**config.mk**
```make
export PLATFORM = sky130hd
export DESIGN_NAME = dds_sweep_ctrl_flat
export DESIGN_NICKNAME = d
export VERILOG_FILES = /design/src/rtl/dds_pkg.sv /design/src/rtl/dds_sweep_ctrl_if.sv /design/src/rtl/dds_sweep_ctrl_dwell_timer.sv /design/src/rtl/dds_sweep_ctrl.sv /design/src/flat_wrapper.sv
export SDC_FILE = /design/constraint.sdc
export NUM_CORES = 1
export LEC_CHECK = 0
export BUFFER_PORTS_ARGS = -buffer_cell sky130_fd_sc_hd__buf_2
export CAP_MARGIN = 0
export CORE_MARGIN = 8
export CORE_UTILIZATION = 46
export DETAILED_ROUTE_END_ITERATION = 8
export GPL_TIMING_DRIVEN = 1
export PLACE_DENSITY = 0.71
export SLEW_MARGIN = 10
export SYNTH_ARGS = -nofsm -noshare
export SYNTH_HDL_FRONTEND = slang
export SYNTH_SLANG_ARGS = --single-unit
```
**constraint.sdc**
```tcl
create_clock -name sys_clk -period 4.3 [get_ports sys_clk]
set_input_delay 0.215 -clock sys_clk [delete_from_list [all_inputs] [get_ports sys_clk]]
set_output_delay 0.215 -clock sys_clk [all_outputs]
set_load 0.02 [all_outputs]
```
**src/rtl/dds_pkg.sv**
```systemverilog
// -----------------------------------------------------------------------------
// dds_pkg
// Shared definitions for the DDS tone generator and its sweep controller.
//   INC_W       : phase-increment / frequency word width. It matches the
//                 1024-entry sine table, so the tone generator uses it too.
//   DWELL_W     : width of the per-frequency dwell count
//   state_e     : sweep controller state encoding (ST_IDLE, ST_UP, ST_DOWN)
//   MODE_SINGLE : single up-sweep, then stop
//   MODE_CONT   : continuous up/down triangle sweep
// -----------------------------------------------------------------------------
package dds_pkg;

   localparam int INC_W   = 10;
   localparam int DWELL_W = 16;

   typedef enum logic [1:0] {
      ST_IDLE = 2'd0,
      ST_UP   = 2'd1,
      ST_DOWN = 2'd2
   } state_e;

   localparam logic MODE_SINGLE = 1'b0;
   localparam logic MODE_CONT   = 1'b1;

endpackage : dds_pkg

```
**src/rtl/dds_sweep_ctrl_if.sv**
```systemverilog
// -----------------------------------------------------------------------------
// dds_sweep_ctrl_if
// Control/config/status bundle between a sweep requester (switches, keys or a
// register block) and the sweep controller.
//   start, stop        : sweep commands from the requester
//   cfg_mode           : MODE_SINGLE / MODE_CONT
//   cfg_f_start/stop   : first and last phase increment
//   cfg_f_step         : increment between frequencies
//   cfg_dwell          : each frequency is held cfg_dwell+1 cycles
//   phase_inc/phase_en : feed the phase accumulator
//   busy, done, err    : sweep status
// Modports: master = requester side, slave = controller side.
// -----------------------------------------------------------------------------
interface dds_sweep_ctrl_if #(
   parameter int INC_W   = dds_pkg::INC_W,
   parameter int DWELL_W = dds_pkg::DWELL_W
);

   logic               start;
   logic               stop;
   logic               cfg_mode;
   logic [INC_W-1:0]   cfg_f_start;
   logic [INC_W-1:0]   cfg_f_stop;
   logic [INC_W-1:0]   cfg_f_step;
   logic [DWELL_W-1:0] cfg_dwell;
   logic [INC_W-1:0]   phase_inc;
   logic               phase_en;
   logic               busy;
   logic               done;
   logic               err;

   modport master (
      output start, stop, cfg_mode, cfg_f_start, cfg_f_stop, cfg_f_step, cfg_dwell,
      input  phase_inc, phase_en, busy, done, err
   );

   modport slave (
      input  start, stop, cfg_mode, cfg_f_start, cfg_f_stop, cfg_f_step, cfg_dwell,
      output phase_inc, phase_en, busy, done, err
   );

endinterface : dds_sweep_ctrl_if

```
**src/rtl/dds_sweep_ctrl_dwell_timer.sv**
```systemverilog
// -----------------------------------------------------------------------------
// dwell_timer
// Counts cycles spent on the current frequency.
//   clk, rst : clock and synchronous active-high reset
//   clear    : forces the count to zero (priority over enable)
//   enable   : count one cycle
//   load     : dwell value; expiry happens when the count equals it
//   expire   : high in the cycle the count equals load while enabled; the
//              count wraps to zero at that edge, so each frequency lasts
//              exactly load+1 enabled cycles
// -----------------------------------------------------------------------------
module dwell_timer #(
   parameter int DWELL_W = dds_pkg::DWELL_W
) (
   input  logic               clk,
   input  logic               rst,
   input  logic               clear,
   input  logic               enable,
   input  logic [DWELL_W-1:0] load,
   output logic               expire
);

   logic [DWELL_W-1:0] count_q;
   logic [DWELL_W-1:0] count_d;
   logic               expire_s;

   // Expiry detect and next-count selection
   always_comb begin
      expire_s = 1'b0;
      count_d  = count_q;
      if (clear) begin
         count_d = {DWELL_W{1'b0}};
      end else if (enable) begin
         if (count_q == load) begin
            expire_s = 1'b1;
            count_d  = {DWELL_W{1'b0}};
         end else begin
            count_d = count_q + {{(DWELL_W-1){1'b0}}, 1'b1};
         end
      end else begin
         count_d = count_q;
      end
   end

   // Dwell count register
   always_ff @(posedge clk) begin
      if (rst) begin
         count_q <= {DWELL_W{1'b0}};
      end else begin
         count_q <= count_d;
      end
   end

   // The compare is taken from a registered count, so the pulse is clean
   assign expire = expire_s;

endmodule : dwell_timer

```
**src/rtl/dds_sweep_ctrl.sv**
```systemverilog
// -----------------------------------------------------------------------------
// dds_sweep_ctrl
// Frequency-sweep controller for the phase-accumulator / sine-ROM generator.
// Steps phase_inc from f_start to f_stop by f_step, holding each value for
// dwell+1 cycles, either once (MODE_SINGLE) or as a continuous triangle
// (MODE_CONT). Config is captured at start and ignored while busy.
//   sys_clk : system clock
//   sys_rst : synchronous reset, active-high
//   bus     : dds_sweep_ctrl_if.slave (commands, config, outputs)
// All outputs are registered.
// -----------------------------------------------------------------------------
module dds_sweep_ctrl #(
   parameter int INC_W   = dds_pkg::INC_W,
   parameter int DWELL_W = dds_pkg::DWELL_W
) (
   input  logic             sys_clk,
   input  logic             sys_rst,
   dds_sweep_ctrl_if.slave  bus
);

   import dds_pkg::*;

   // Sweep state and registered outputs
   state_e             state_q,     state_d;
   logic [INC_W-1:0]   phase_inc_q, phase_inc_d;
   logic               phase_en_q,  phase_en_d;
   logic               busy_q,      busy_d;
   logic               done_q,      done_d;
   logic               err_q,       err_d;

   // Shadow copy of the configuration taken at start
   logic               mode_q,      mode_d;
   logic [INC_W-1:0]   f_start_q,   f_start_d;
   logic [INC_W-1:0]   f_stop_q,    f_stop_d;
   logic [INC_W-1:0]   f_step_q,    f_step_d;
   logic [DWELL_W-1:0] dwell_q,     dwell_d;

   // Step arithmetic, one bit wider so neither direction can wrap
   logic [INC_W:0]     up_sum_s;
   logic [INC_W:0]     dn_diff_s;
   logic [INC_W-1:0]   up_next_s;
   logic [INC_W-1:0]   dn_next_s;

   logic               tmr_clear_s;
   logic               tmr_enable_s;
   logic               expire_s;

   function automatic logic cfg_legal(
      input logic [INC_W-1:0] f_start,
      input logic [INC_W-1:0] f_stop,
      input logic [INC_W-1:0] f_step
   );
      return (f_step != {INC_W{1'b0}}) && (f_start <= f_stop);
   endfunction

   // The timer idles at zero so every sweep begins with a full dwell
   assign tmr_clear_s  = (state_q == ST_IDLE);
   assign tmr_enable_s = (state_q != ST_IDLE);

   dwell_timer #(
      .DWELL_W (DWELL_W)
   ) u_dwell_timer (
      .clk    (sys_clk),
      .rst    (sys_rst),
      .clear  (tmr_clear_s),
      .enable (tmr_enable_s),
      .load   (dwell_q),
      .expire (expire_s)
   );

   // Saturating next frequency in each direction from the current output.
   // These also serve the turnarounds: at f_start up_next is
   // min(f_start+f_step, f_stop), at f_stop dn_next is max(f_stop-f_step, f_start).
   always_comb begin
      up_sum_s  = {1'b0, phase_inc_q} + {1'b0, f_step_q};
      dn_diff_s = {1'b0, phase_inc_q} - {1'b0, f_step_q};
      if (up_sum_s > {1'b0, f_stop_q}) begin
         up_next_s = f_stop_q;
      end else begin
         up_next_s = up_sum_s[INC_W-1:0];
      end
      // MSB set means the subtraction borrowed below zero
      if (dn_diff_s[INC_W] || (dn_diff_s[INC_W-1:0] < f_start_q)) begin
         dn_next_s = f_start_q;
      end else begin
         dn_next_s = dn_diff_s[INC_W-1:0];
      end
   end

   // Next-state and output logic of the sweep FSM
   always_comb begin
      state_d     = state_q;
      phase_inc_d = phase_inc_q;
      phase_en_d  = phase_en_q;
      busy_d      = busy_q;
      done_d      = 1'b0;
      err_d       = 1'b0;
      mode_d      = mode_q;
      f_start_d   = f_start_q;
      f_stop_d    = f_stop_q;
      f_step_d    = f_step_q;
      dwell_d     = dwell_q;

      case (state_q)
         ST_IDLE: begin
            if (bus.start && !bus.stop) begin
               mode_d    = bus.cfg_mode;
               f_start_d = bus.cfg_f_start;
               f_stop_d  = bus.cfg_f_stop;
               f_step_d  = bus.cfg_f_step;
               dwell_d   = bus.cfg_dwell;
               if (cfg_legal(bus.cfg_f_start, bus.cfg_f_stop, bus.cfg_f_step)) begin
                  state_d     = ST_UP;
                  phase_inc_d = bus.cfg_f_start;
                  phase_en_d  = 1'b1;
                  busy_d      = 1'b1;
               end else begin
                  err_d  = 1'b1;
                  done_d = 1'b1;
               end
            end else begin
               state_d = ST_IDLE;
            end
         end

         ST_UP: begin
            if (bus.stop) begin
               state_d     = ST_IDLE;
               phase_inc_d = {INC_W{1'b0}};
               phase_en_d  = 1'b0;
               busy_d      = 1'b0;
               done_d      = 1'b1;
            end else if (expire_s) begin
               if (phase_inc_q != f_stop_q) begin
                  phase_inc_d = up_next_s;
               end else if (mode_q == MODE_CONT) begin
                  state_d     = ST_DOWN;
                  phase_inc_d = dn_next_s;
               end else begin
                  state_d     = ST_IDLE;
                  phase_inc_d = {INC_W{1'b0}};
                  phase_en_d  = 1'b0;
                  busy_d      = 1'b0;
                  done_d      = 1'b1;
               end
            end else begin
               state_d = ST_UP;
            end
         end

         ST_DOWN: begin
            if (bus.stop) begin
               state_d     = ST_IDLE;
               phase_inc_d = {INC_W{1'b0}};
               phase_en_d  = 1'b0;
               busy_d      = 1'b0;
               done_d      = 1'b1;
            end else if (expire_s) begin
               if (phase_inc_q != f_start_q) begin
                  phase_inc_d = dn_next_s;
               end else begin
                  state_d     = ST_UP;
                  phase_inc_d = up_next_s;
               end
            end else begin
               state_d = ST_DOWN;
            end
         end

         default: begin
            state_d     = ST_IDLE;
            phase_inc_d = {INC_W{1'b0}};
            phase_en_d  = 1'b0;
            busy_d      = 1'b0;
         end
      endcase
   end

   // State, output and shadow-config registers
   always_ff @(posedge sys_clk) begin
      if (sys_rst) begin
         state_q     <= ST_IDLE;
         phase_inc_q <= {INC_W{1'b0}};
         phase_en_q  <= 1'b0;
         busy_q      <= 1'b0;
         done_q      <= 1'b0;
         err_q       <= 1'b0;
         mode_q      <= MODE_SINGLE;
         f_start_q   <= {INC_W{1'b0}};
         f_stop_q    <= {INC_W{1'b0}};
         f_step_q    <= {INC_W{1'b0}};
         dwell_q     <= {DWELL_W{1'b0}};
      end else begin
         state_q     <= state_d;
         phase_inc_q <= phase_inc_d;
         phase_en_q  <= phase_en_d;
         busy_q      <= busy_d;
         done_q      <= done_d;
         err_q       <= err_d;
         mode_q      <= mode_d;
         f_start_q   <= f_start_d;
         f_stop_q    <= f_stop_d;
         f_step_q    <= f_step_d;
         dwell_q     <= dwell_d;
      end
   end

   assign bus.phase_inc = phase_inc_q;
   assign bus.phase_en  = phase_en_q;
   assign bus.busy      = busy_q;
   assign bus.done      = done_q;
   assign bus.err       = err_q;

endmodule : dds_sweep_ctrl

```
**src/flat_wrapper.sv**
```systemverilog
// flat-port wrapper written by rule: the top's interface ports become plain ports
module dds_sweep_ctrl_flat import dds_pkg::*;
#(
   parameter int INC_W   = dds_pkg::INC_W,
   parameter int DWELL_W = dds_pkg::DWELL_W
)
  (sys_clk, sys_rst, bus_start, bus_stop, bus_cfg_mode, bus_cfg_f_start, bus_cfg_f_stop, bus_cfg_f_step, bus_cfg_dwell, bus_phase_inc, bus_phase_en, bus_busy, bus_done, bus_err);
  dds_sweep_ctrl_if #(.INC_W(INC_W), .DWELL_W(DWELL_W)) bus_i ();
  input  logic sys_clk;
  input  logic sys_rst;
  input wire logic [$bits(bus_i.start)-1:0] bus_start;
  input wire logic [$bits(bus_i.stop)-1:0] bus_stop;
  input wire logic [$bits(bus_i.cfg_mode)-1:0] bus_cfg_mode;
  input wire logic [$bits(bus_i.cfg_f_start)-1:0] bus_cfg_f_start;
  input wire logic [$bits(bus_i.cfg_f_stop)-1:0] bus_cfg_f_stop;
  input wire logic [$bits(bus_i.cfg_f_step)-1:0] bus_cfg_f_step;
  input wire logic [$bits(bus_i.cfg_dwell)-1:0] bus_cfg_dwell;
  output wire logic [$bits(bus_i.phase_inc)-1:0] bus_phase_inc;
  output wire logic [$bits(bus_i.phase_en)-1:0] bus_phase_en;
  output wire logic [$bits(bus_i.busy)-1:0] bus_busy;
  output wire logic [$bits(bus_i.done)-1:0] bus_done;
  output wire logic [$bits(bus_i.err)-1:0] bus_err;
  assign bus_i.start = bus_start;
  assign bus_i.stop = bus_stop;
  assign bus_i.cfg_mode = bus_cfg_mode;
  assign bus_i.cfg_f_start = bus_cfg_f_start;
  assign bus_i.cfg_f_stop = bus_cfg_f_stop;
  assign bus_i.cfg_f_step = bus_cfg_f_step;
  assign bus_i.cfg_dwell = bus_cfg_dwell;
  assign bus_phase_inc = bus_i.phase_inc;
  assign bus_phase_en = bus_i.phase_en;
  assign bus_busy = bus_i.busy;
  assign bus_done = bus_i.done;
  assign bus_err = bus_i.err;
  dds_sweep_ctrl #(.INC_W(INC_W), .DWELL_W(DWELL_W)) u_core (.sys_clk(sys_clk), .sys_rst(sys_rst), .bus(bus_i));
endmodule
```
==> flow_metrics.tcl, run 1 <==
set metrics [dict create \
    cts_hold_buf 0 \
    synthAdderAreaFrac 0.119 \
    synth.most_common_cell "nand2_1" \
    dp_hpwl_um 13200 \
    status "complete, no violations" \
    ys_seq_elements 78 \
    clk_pin_slew_ns 0.07 \
    crit_start "u_core.f_step_q[0]" \
    multiInputGateArea_um2 3670 \
    gr-total-overflow 0 \
    synth.area.top_cells "dfxtp_1 (28%), ha_1 (11%), nand2_1 (7.9%)" \
    htree_levels 3 \
    yosysTopAreaCellShare 0.279 \
    die-area_um2 16000 \
    fin_util 0.532 \
    crit_type "register to register" \
    fin_tns_setup_ns 0 \
    r2r_start "u_core.f_step_q[0]" \
    busiest_layer "met2" \
    routed-via-count 5404 \
    ant_nets 0 \
    via_per_inst 5.73 \
    cp-start-kind "register" \
    grt_use_met2 0.345 \
    drive_above_1_share 0.137 \
    area_growth_pct 13.7 \
    max_slew_margin 0.213 \
    fin_crit_sh 0.951 \
    port_buffers 64 \
    grt.total_usage 0.211 \
    nFillCells 1096 \
    grt_pass1_vias 5310 \
    synth_area_um2 5600 \
    nNetsFinal 894 \
    synthesis.nets 836 \
    skew_ns 0.00945 \
    r2r_setup_slack_ns 0.21 \
    synth-xor-area-share 0.0970 \
    cts_inserted_buffers 9 \
    post-cts-setup-buffer-count 0 \
    n_antenna_cell 0 \
    firstDrtPassIters 7 \
    route.detailed.drc 0 \
    fp.dieH_um 126 \
    synth_cell_types 64 \
    yosys.area_share.simple 0.230 \
    power_density_nw_per_um2 388 \
    max_freq_mhz 245 \
    required_ns 4.47 \
    slew_violations 0 \
    hold_viol_final 0 \
    gp_congestion 1.00 \
    die_w_um 126 \
    core_area_um2 12000 \
    routed_wirelength_um 16800 \
    antenna_found_initial 0 \
    start_util 0.468 \
    ys_async_sr_fraction 0 \
    min_period_ns 4.09 \
    syn_avg_cell_area_um2 7.64 \
    ys_warn_count 0 \
    r2r_end "u_core.bus.phase_inc[1]" \
    grt_max_degree 35 \
    worstRegToRegCells 16 \
    ys_seq_area_frac 0.279 \
    synth-edff-count 0 \
    synthMuxAreaShare 0.0101 \
    crit_arrival_ns 4.26 \
    drt_iter0_drc 454 \
    cts_buffer_depth 2 \
    netlist_instances 733 \
    seqCellArea_um2 1560 \
    wl_per_cell_um 17.8 \
    cp-end-kind "register" \
    power_mw 2.47 \
    setup_ws_ns 0.213 \
    synthFlopType "dfxtp_1" \
    finalHoldWorstSlack_ns 0.104 \
    grt_util_met1 0.261 \
    clk_latency_ns 0.34 \
    io-pin-count 65 \
    place_ws_ns 0.168 \
    crit_end "u_core.bus.phase_inc[1]" \
    finalSetupViolCount 0 \
    use_met3 0.0503 \
    vdd_drop_max_v 0.000282 \
    tightestPinTransition_ns 1.18 \
    max_cap_viol_count 0 \
    hp-class "input pin to register" \
    yosys.area.top_type "dfxtp_1" \
    synth_common_cells "nand2_1 (118), dfxtp_1 (78), a21oi_1 (74)" \
    cts_tree "done" \
    critPathMaxFanout 10 \
    grt_pass1_wl_um 27200 \
    leakage_nw 2.70 \
    synth_compound_area_frac 0.195 \
    fp-row-count 40 \
    cts_root_buffer "clkbuf_16" \
    cts.sinks 78 \
    synth_top_family_by_area "simple AND/OR/NAND/NOR gates" \
]
critical path: stages (launching register included):
cell and delay, ns:
dfxtp_1 0.36, ha_1 0.19, inv_1 0.06, fa_1 0.40
o21ba_1 0.21, or4_1 0.42, nand2_1 0.14, o41ai_1 0.09
or2_2 0.29, ha_1 0.30, nand3_1 0.09, or3_1 0.39
o211ai_1 0.15, and3_4 0.30, nand3_1 0.10, a311oi_1 0.32
o22ai_1 0.11
worst min-delay path by stage:
stage | startpoint | end | cells after the start | slack [ns]
2_1_floorplan | bus_cfg_dwell[0] | u_core.dwell_q[0] | 2 | 0.35
3_3_place_gp | bus_cfg_dwell[9] | u_core.dwell_q[9] | 3 | 0.46
3_5_place_dp | bus_cfg_dwell[9] | u_core.dwell_q[9] | 3 | 0.46
4_1_cts | bus_cfg_dwell[2] | u_core.dwell_q[2] | 3 | 0.1
5_1_grt | bus_cfg_f_step[6] | u_core.f_step_q[6] | 3 | 0.11
6_report | bus_cfg_dwell[2] | u_core.dwell_q[2] | 3 | 0.10
through the flow:
stage / cell area [µm²] / instances
after floorplan: 5600 / 733
after global placement: 6060 / 927
after detailed placement: 6060 / 927
after CTS: 6340 / 943
after global routing: 6360 / 943
final: 6360 / 943
placed cells by master (no fill, tap or decap), drive strengths merged, types with 5 or more instances in the layout:
cell | synthesis | layout
a21o | 9 | 9
buf | 13 | 80
nand3 | 22 | 22
nor2 | 59 | 59
clkbuf | 20 | 10
ha | 50 | 50
nor3 | 17 | 17
xnor2 | 35 | 35
nand3b | 5 | 5
nand4 | 11 | 11
nor2b | 10 | 10
o21a | 6 | 6
a21oi | 74 | 74
o221ai | 7 | 7
nand2 | 118 | 118
nor4 | 9 | 9
dfxtp | 78 | 78
inv | 62 | 64
and3 | 8 | 8
mux2 | 5 | 5
nand2b | 6 | 6
o31a | 7 | 7
o21ai | 10 | 10
xor2 | 27 | 27
registers in the layout, indices dropped and copies added (netlist names):
signal and flops:
u_core.bus.done 1, u_core.bus.err 1, u_core.bus.phase_en 1, u_core.bus.phase_inc 10, u_core.dwell_q 16, u_core.f_start_q 10, u_core.f_step_q 10, u_core.f_stop_q 10
u_core.mode_q 1, u_core.state_q 2, u_core.u_dwell_timer.count_q 16
power breakdown:
part | total [mW] | internal, mW | leakage [nW] | switching, mW
Clock | 0.711 | 0.395 | 0.129 | 0.316
Sequential | 0.793 | 0.757 | 0.635 | 0.0367
Combinational | 0.968 | 0.384 | 1.93 | 0.584
Total | 2.47 | 1.54 | 2.70 | 0.936
cell type report:
class / instances / area share
timing repair buffer: 80 / 0.0692
clock buffer: 10 / 0.0360
sequential: 78 / 0.245
clock inverter: 6 / 0.00727
multi-input combinational: 559 / 0.576
tap: 147 / 0.0289
inverter: 63 / 0.0372
routing by layer:
layer	vias to the layer above	wire length, µm
met5	-	0
met4	0	554
met3	31	1250
met2	180	7900
met1	2543	7080
li1	2650	-
what timing repair did:
action / CTS / global route
endpoints found under the setup margin: 1 / 10
cloned: 0 / 0
gates resized for setup: 1 / 6
cell families (layout without fill, tap and decap cells):
logic type / Yosys count / count (layout)
mux: 5 / 5
flops: 78 / 78
simple gates: 279 / 279
compound gates: 161 / 161
buf+inv: 96 / 159
xor+xnor: 62 / 62
fa+ha+maj: 52 / 52
Note: power is estimated with default switching activity, not from simulation.
==> run 2, diff against run 1 <==
- HOLD_SLACK_MARGIN: default -> 0.1
- clock period: 4.3 -> 4.25 ns (I/O delays scaled with it)
==> flow_metrics.tcl, run 2 (synthesized netlist as in run 1, its figures left out) <==
set metrics [dict create \
    grt.total_usage 0.214 \
    finalSetupViolCount 0 \
    pwr-share-seq 0.319 \
    crit_arrival_ns 4.22 \
    cp_cell_sequence "ha_2 > inv_1 > fa_2 > o21ba_1 > or4_1 > nand2_2 > o41ai_1 > or2_2 > ha_1 > nand3_1 > or3_4 > nor2b_1 > or3_1 > o2111ai_1 > o221ai_1" \
    drive_above_1_share 0.142 \
    final_common_cell "nand2_1" \
    routed-via-count 5402 \
    start_util 0.468 \
    n_antenna_cell 0 \
    p_switching_mw 0.958 \
    crit_type "register to register" \
    cts_buffer_depth 2 \
    critical_path.slowest_cell "or4_1" \
    post-cts-setup-buffer-count 0 \
    io-pin-count 65 \
    worstRegToRegCells 15 \
    cpLargestDelayFamily "simple AND/OR/NAND/NOR gates" \
    cts_root_buffer "clkbuf_16" \
    slew_violations 0 \
    port_buffers 64 \
    max_freq_mhz 246 \
    power_density_nw_per_um2 393 \
    clockPowerShare 0.291 \
    fp-row-count 40 \
    core_area_um2 12000 \
    finalHoldWorstSlack_ns 0.103 \
    skew_ns 0.0115 \
    rsz0062_at_grt "false" \
    internal_power_mw 1.55 \
    setup_ws_ns 0.189 \
    fin_tns_setup_ns 0 \
    min_period_ns 4.06 \
    cts.sinks 78 \
    vdd_drop_max_v 0.000206 \
    max_slew_margin 0.237 \
    dp_hpwl_um 13300 \
    clk_latency_ns 0.34 \
    place_ws_ns 0.144 \
    wl_per_cell_um 17.9 \
    cts_tree "done" \
    firstDrtPassIters 5 \
    hold_viol_final 0 \
    gr-total-overflow 0 \
    status "complete, no violations" \
    grt_pass1_vias 5298 \
    critPathMaxFanout 10 \
    die-area_um2 16000 \
    antenna_found_initial 0 \
    cp.depth 15 \
    via_per_inst 5.72 \
    cts_inserted_buffers 9 \
    r2r_start "u_core.f_step_q[0]" \
    largest_registers "u_core.dwell_q x16, u_core.u_dwell_timer.count_q x16" \
    ant_nets 0 \
    routed_wirelength_um 16900 \
    worst_path_largest_cell_delay_ns 0.44 \
    sw_frac_of_total 0.382 \
    max_cap_viol_count 0 \
    required_ns 4.41 \
    route.detailed.drc 0 \
    fp.dieH_um 126 \
    hp-class "input pin to register" \
    cp-end-kind "register" \
    die_w_um 126 \
    drt_iter0_drc 392 \
    gp_congestion 1.01 \
    nNetsFinal 896 \
    grt_pass1_wl_um 27400 \
    final_cell_mix "nand2_1 (117), dfxtp_1 (77), a21oi_1 (74), buf_2 (64), inv_1 (61)" \
    hold_start "bus_cfg_dwell[9]" \
    leakage_nw 2.70 \
    tightestPinTransition_ns 1.14 \
    r2r_setup_slack_ns 0.19 \
    critPathBufInv 1 \
    fin_crit_sh 0.955 \
    crit_start "u_core.f_step_q[0]" \
    whs_path_depth 3 \
    p_comb_frac 0.391 \
    htree_levels 3 \
    grt_max_degree 49 \
    area_growth_pct 14.1 \
    cp-start-kind "register" \
    clk_pin_slew_ns 0.07 \
]
==> run 2: timing repair <==
action,in CTS,in global routing
endpoints found under the hold margin,1,0
gates resized for setup,0,9
hold buffers,1,0
setup endpoints to repair,0,10
==> run 2: final cells by class <==
class | instances | area, µm²
Fill cell | 1081 | 5580
Multi-Input combinational cell | 559 | 3670
Inverter | 63 | 236
Clock inverter | 6 | 46.3
Tap cell | 147 | 184
Timing Repair Buffer | 82 | 458
Clock buffer | 10 | 229
Sequential cell | 78 | 1560
==> run 2: per-stage QoR <==
stage / std cells / util / power [mW] / area, µm²
4_1_cts: 945 / 0.531 / 2.48 / 6360
2_1_floorplan: 733 / - / 1.51 / 5600
3_5_place_dp: 928 / 0.508 / 1.75 / 6070
3_3_place_gp: 928 / 0.508 / 1.74 / 6070
5_1_grt: 945 / 0.534 / 2.64 / 6380
6_report: 945 / 0.534 / 2.51 / 6380
==> run 2: path summary, 6_finish.rpt <==
path,endpoint
worst max-delay path,u_core.bus.phase_inc[7]
worst min-delay path,u_core.dwell_q[9]
worst max register to register,u_core.bus.phase_inc[7]
worst min register to register,u_core.dwell_q[9]
==> run 2: tightest hold or removal path, cell delays in order <==
cell and delay [ns]:
buf_2 0.09, nand2_1 0.05, a21oi_1 0.05
==> run 2: routing by layer <==
layer,track usage,up-vias,part of all wire
li1,-,2652,-
met5,0,-,0
met3,0.0323,36,0.064
met2,0.353,198,0.48
met4,0.116,0,0.040
met1,0.263,2516,0.42
==> run 2: power groups by stage <==
| stage | combinational [mW] | sequential [mW] | clock [mW] |
|---|---|---|---|
| after floorplan | 0.682 | 0.827 | 0 |
| after detailed placement | 0.937 | 0.816 | 0 |
| after global routing | 1.07 | 0.804 | 0.765 |
| after CTS | 0.948 | 0.800 | 0.735 |
| final | 0.981 | 0.801 | 0.730 |
| after global placement | 0.922 | 0.816 | 0 |
==> run 3, diff against run 2 <==
- SYNTH_HIERARCHICAL: default -> 1
==> flow_metrics.tcl, run 3 <==
set metrics [dict create \
    critPathMaxFanout 5 \
    cts_inserted_buffers 9 \
    crit_end "u_core/bus.phase_inc[8]" \
    yosysTopAreaCellShare 0.283 \
    grt_max_degree 55 \
    synth.most_common_cell "nand2_1" \
    skew_ns 0.00873 \
    die-area_um2 15800 \
    routed_wirelength_um 16000 \
    cp_cell_sequence "inv_2 > ha_4 > nor2_2 > a21oi_2 > o41ai_4 > o41ai_2 > mux2_2 > or2_4 > ha_4 > nand4_1 > o32a_1 > or3_1 > o31ai_2 > o211ai_2 > buf_6 > mux2_4 > a221oi_2 > a21oi_1" \
    cts_tree "done" \
    ant_nets 0 \
    cpLargestDelayFamily "compound AO/OA/AOI/OAI gates" \
    synth-edff-count 0 \
    via_per_inst 5.64 \
    firstDrtPassIters 5 \
    routed-via-count 5158 \
    n_antenna_cell 0 \
    start_util 0.466 \
    port_buffers 64 \
    required_ns 4.46 \
    fin_tns_setup_ns 0 \
    yosys.area.top_type "dfxtp_1" \
    ys_warn_count 6 \
    die_w_um 126 \
    htree_levels 3 \
    io-pin-count 65 \
    final_common_cell "nand2_1" \
    worstRegToRegCells 18 \
    synthFlopType "dfxtp_1" \
    slew_violations 0 \
    vdd_drop_max_v 0.000177 \
    crit_arrival_ns 4.33 \
    final_cell_mix "nand2_1 (114), a21oi_1 (74), dfxtp_1 (74), buf_2 (64), nor2_1 (49)" \
    synthesis.nets 801 \
    area_growth_pct 17.7 \
    nNetsFinal 865 \
    crit_type "register to register" \
    cts_buffer_depth 2 \
    fp-row-count 40 \
    grt_pass1_vias 5110 \
    ys_seq_elements 78 \
    fp.dieH_um 126 \
    clk_latency_ns 0.34 \
    cp.depth 18 \
    hp-class "input pin to register" \
    synth_cell_types 62 \
    gr-total-overflow 0 \
    synth_area_um2 5520 \
    cp-end-kind "register" \
    hold_viol_final 0 \
    clk_pin_slew_ns 0.06 \
    dp_hpwl_um 12400 \
    grt_pass1_wl_um 25800 \
    gp_congestion 0.919 \
    r2r_setup_slack_ns 0.13 \
    crit_start "u_core/f_step_q[4]" \
    finalSetupViolCount 0 \
    ys_seq_area_frac 0.283 \
    cts.sinks 78 \
    min_period_ns 4.12 \
    route.detailed.drc 0 \
    power_density_nw_per_um2 389 \
    worst_path_largest_cell_delay_ns 0.40 \
    tightestPinTransition_ns 0.976 \
    critical_path.slowest_cell "mux2_2" \
    r2r_end "u_core/bus.phase_inc[8]" \
    drive_above_1_share 0.201 \
    netlist_instances 698 \
    r2r_start "u_core/f_step_q[4]" \
    cp_common_cell "ha_4" \
    largest_registers "u_core/dwell_q x16, u_core/u_dwell_timer/count_q x16" \
    rsz0062_at_grt "false" \
    cts_hold_buf 0 \
    cts_root_buffer "clkbuf_16" \
    core_area_um2 11900 \
    fin_util 0.548 \
    max_freq_mhz 243 \
    cp-start-kind "register" \
    leakage_nw 2.75 \
    ys_async_sr_fraction 0 \
    wl_per_cell_um 17.5 \
    drt_iter0_drc 352 \
    synth.area.top_cells "dfxtp_1 (28%), ha_1 (11%), nand2_1 (7.7%)" \
    synth_common_cells "nand2_1 (114), dfxtp_1 (78), a21oi_1 (77)" \
    critPathBufInv 2 \
    syn_avg_cell_area_um2 7.91 \
    max_cap_viol_count 0 \
    antenna_found_initial 0 \
    fin_crit_sh 0.969 \
    max_slew_margin 0.349 \
    grt.total_usage 0.202 \
    status "complete, no violations" \
]
run 3: kinds of logic (layout without fill, tap and decap cells):
kind of cell / count (synthesis) / after routing / synth area share
flip-flops: 78 / 78 / 0.283
AND/OR/NAND/NOR: 247 / 247 / 0.205
XOR/XNOR: 65 / 65 / 0.103
buffers and inverters: 87 / 156 / 0.0664
AO/OA/AOI/OAI: 149 / 149 / 0.180
multiplexers: 20 / 20 / 0.0424
adder cells (fa/ha/maj): 52 / 52 / 0.121
run 3: area by class of cell:
cell class	instances	area [µm²]
repair buffers	89	515
inverters	51	191
flip-flops and latches	78	1570
well taps	147	184
clock inverters	6	91.3
fillers	1105	5360
multi-input cells	533	3710
clock buffers	10	239
run 3: stage by stage:
| stage | hold slack (ns) | power, mW | cell area (µm²) | setup slack, ns | cells |
|---|---|---|---|---|---|
| floorplan | 0.348 | 1.40 | 5520 | 0.0508 | 698 |
| global placement | 0.454 | 1.59 | 6020 | 0.106 | 895 |
| detailed placement | 0.462 | 1.62 | 6020 | -0.0436 | 895 |
| CTS | 0.103 | 2.52 | 6420 | 0.0365 | 913 |
| global route | 0.110 | 2.65 | 6500 | 0.00376 | 914 |
| finish | 0.111 | 2.53 | 6500 | 0.133 | 914 |
run 3: worst min path at each step:
stage | startpoint | to | slack (ns) | cells after the start
after floorplan | bus_cfg_dwell[0] | u_core/dwell_q[0] | 0.35 | 2
after global placement | bus_cfg_dwell[0] | u_core/dwell_q[0] | 0.45 | 3
after detailed placement | bus_cfg_dwell[11] | u_core/dwell_q[11] | 0.46 | 3
after CTS | bus_cfg_dwell[15] | u_core/dwell_q[15] | 0.10 | 3
after global routing | bus_cfg_dwell[11] | u_core/dwell_q[11] | 0.11 | 3
final | bus_cfg_dwell[11] | u_core/dwell_q[11] | 0.11 | 3
run 3: where the power goes:
part	internal, mW	leakage (nW)	total [mW]	switching [mW]
Sequential	0.764	0.637	0.803	0.0390
Clock	0.535	0.163	0.858	0.323
Combinational	0.387	1.95	0.867	0.480
Total	1.69	2.75	2.53	0.842
run 3: worst min-delay path, cell delays in order:
cell,delay (ns)
buf_2,0.10
nand2_1,0.04
a21oi_1,0.05
run 3: repair_timing:
item,CTS,global route
buffers inserted,2,1
endpoints found under the setup margin,9,10
pin swaps,7,6
resized for setup,10,18
run 3: routing by layer:
layer	global-route usage	share of wire	vias up
met5	0	0	-
met1	0.269	0.47	2415
met4	0.0795	0.019	0
li1	-	-	2526
met3	0.0361	0.061	24
met2	0.315	0.45	193
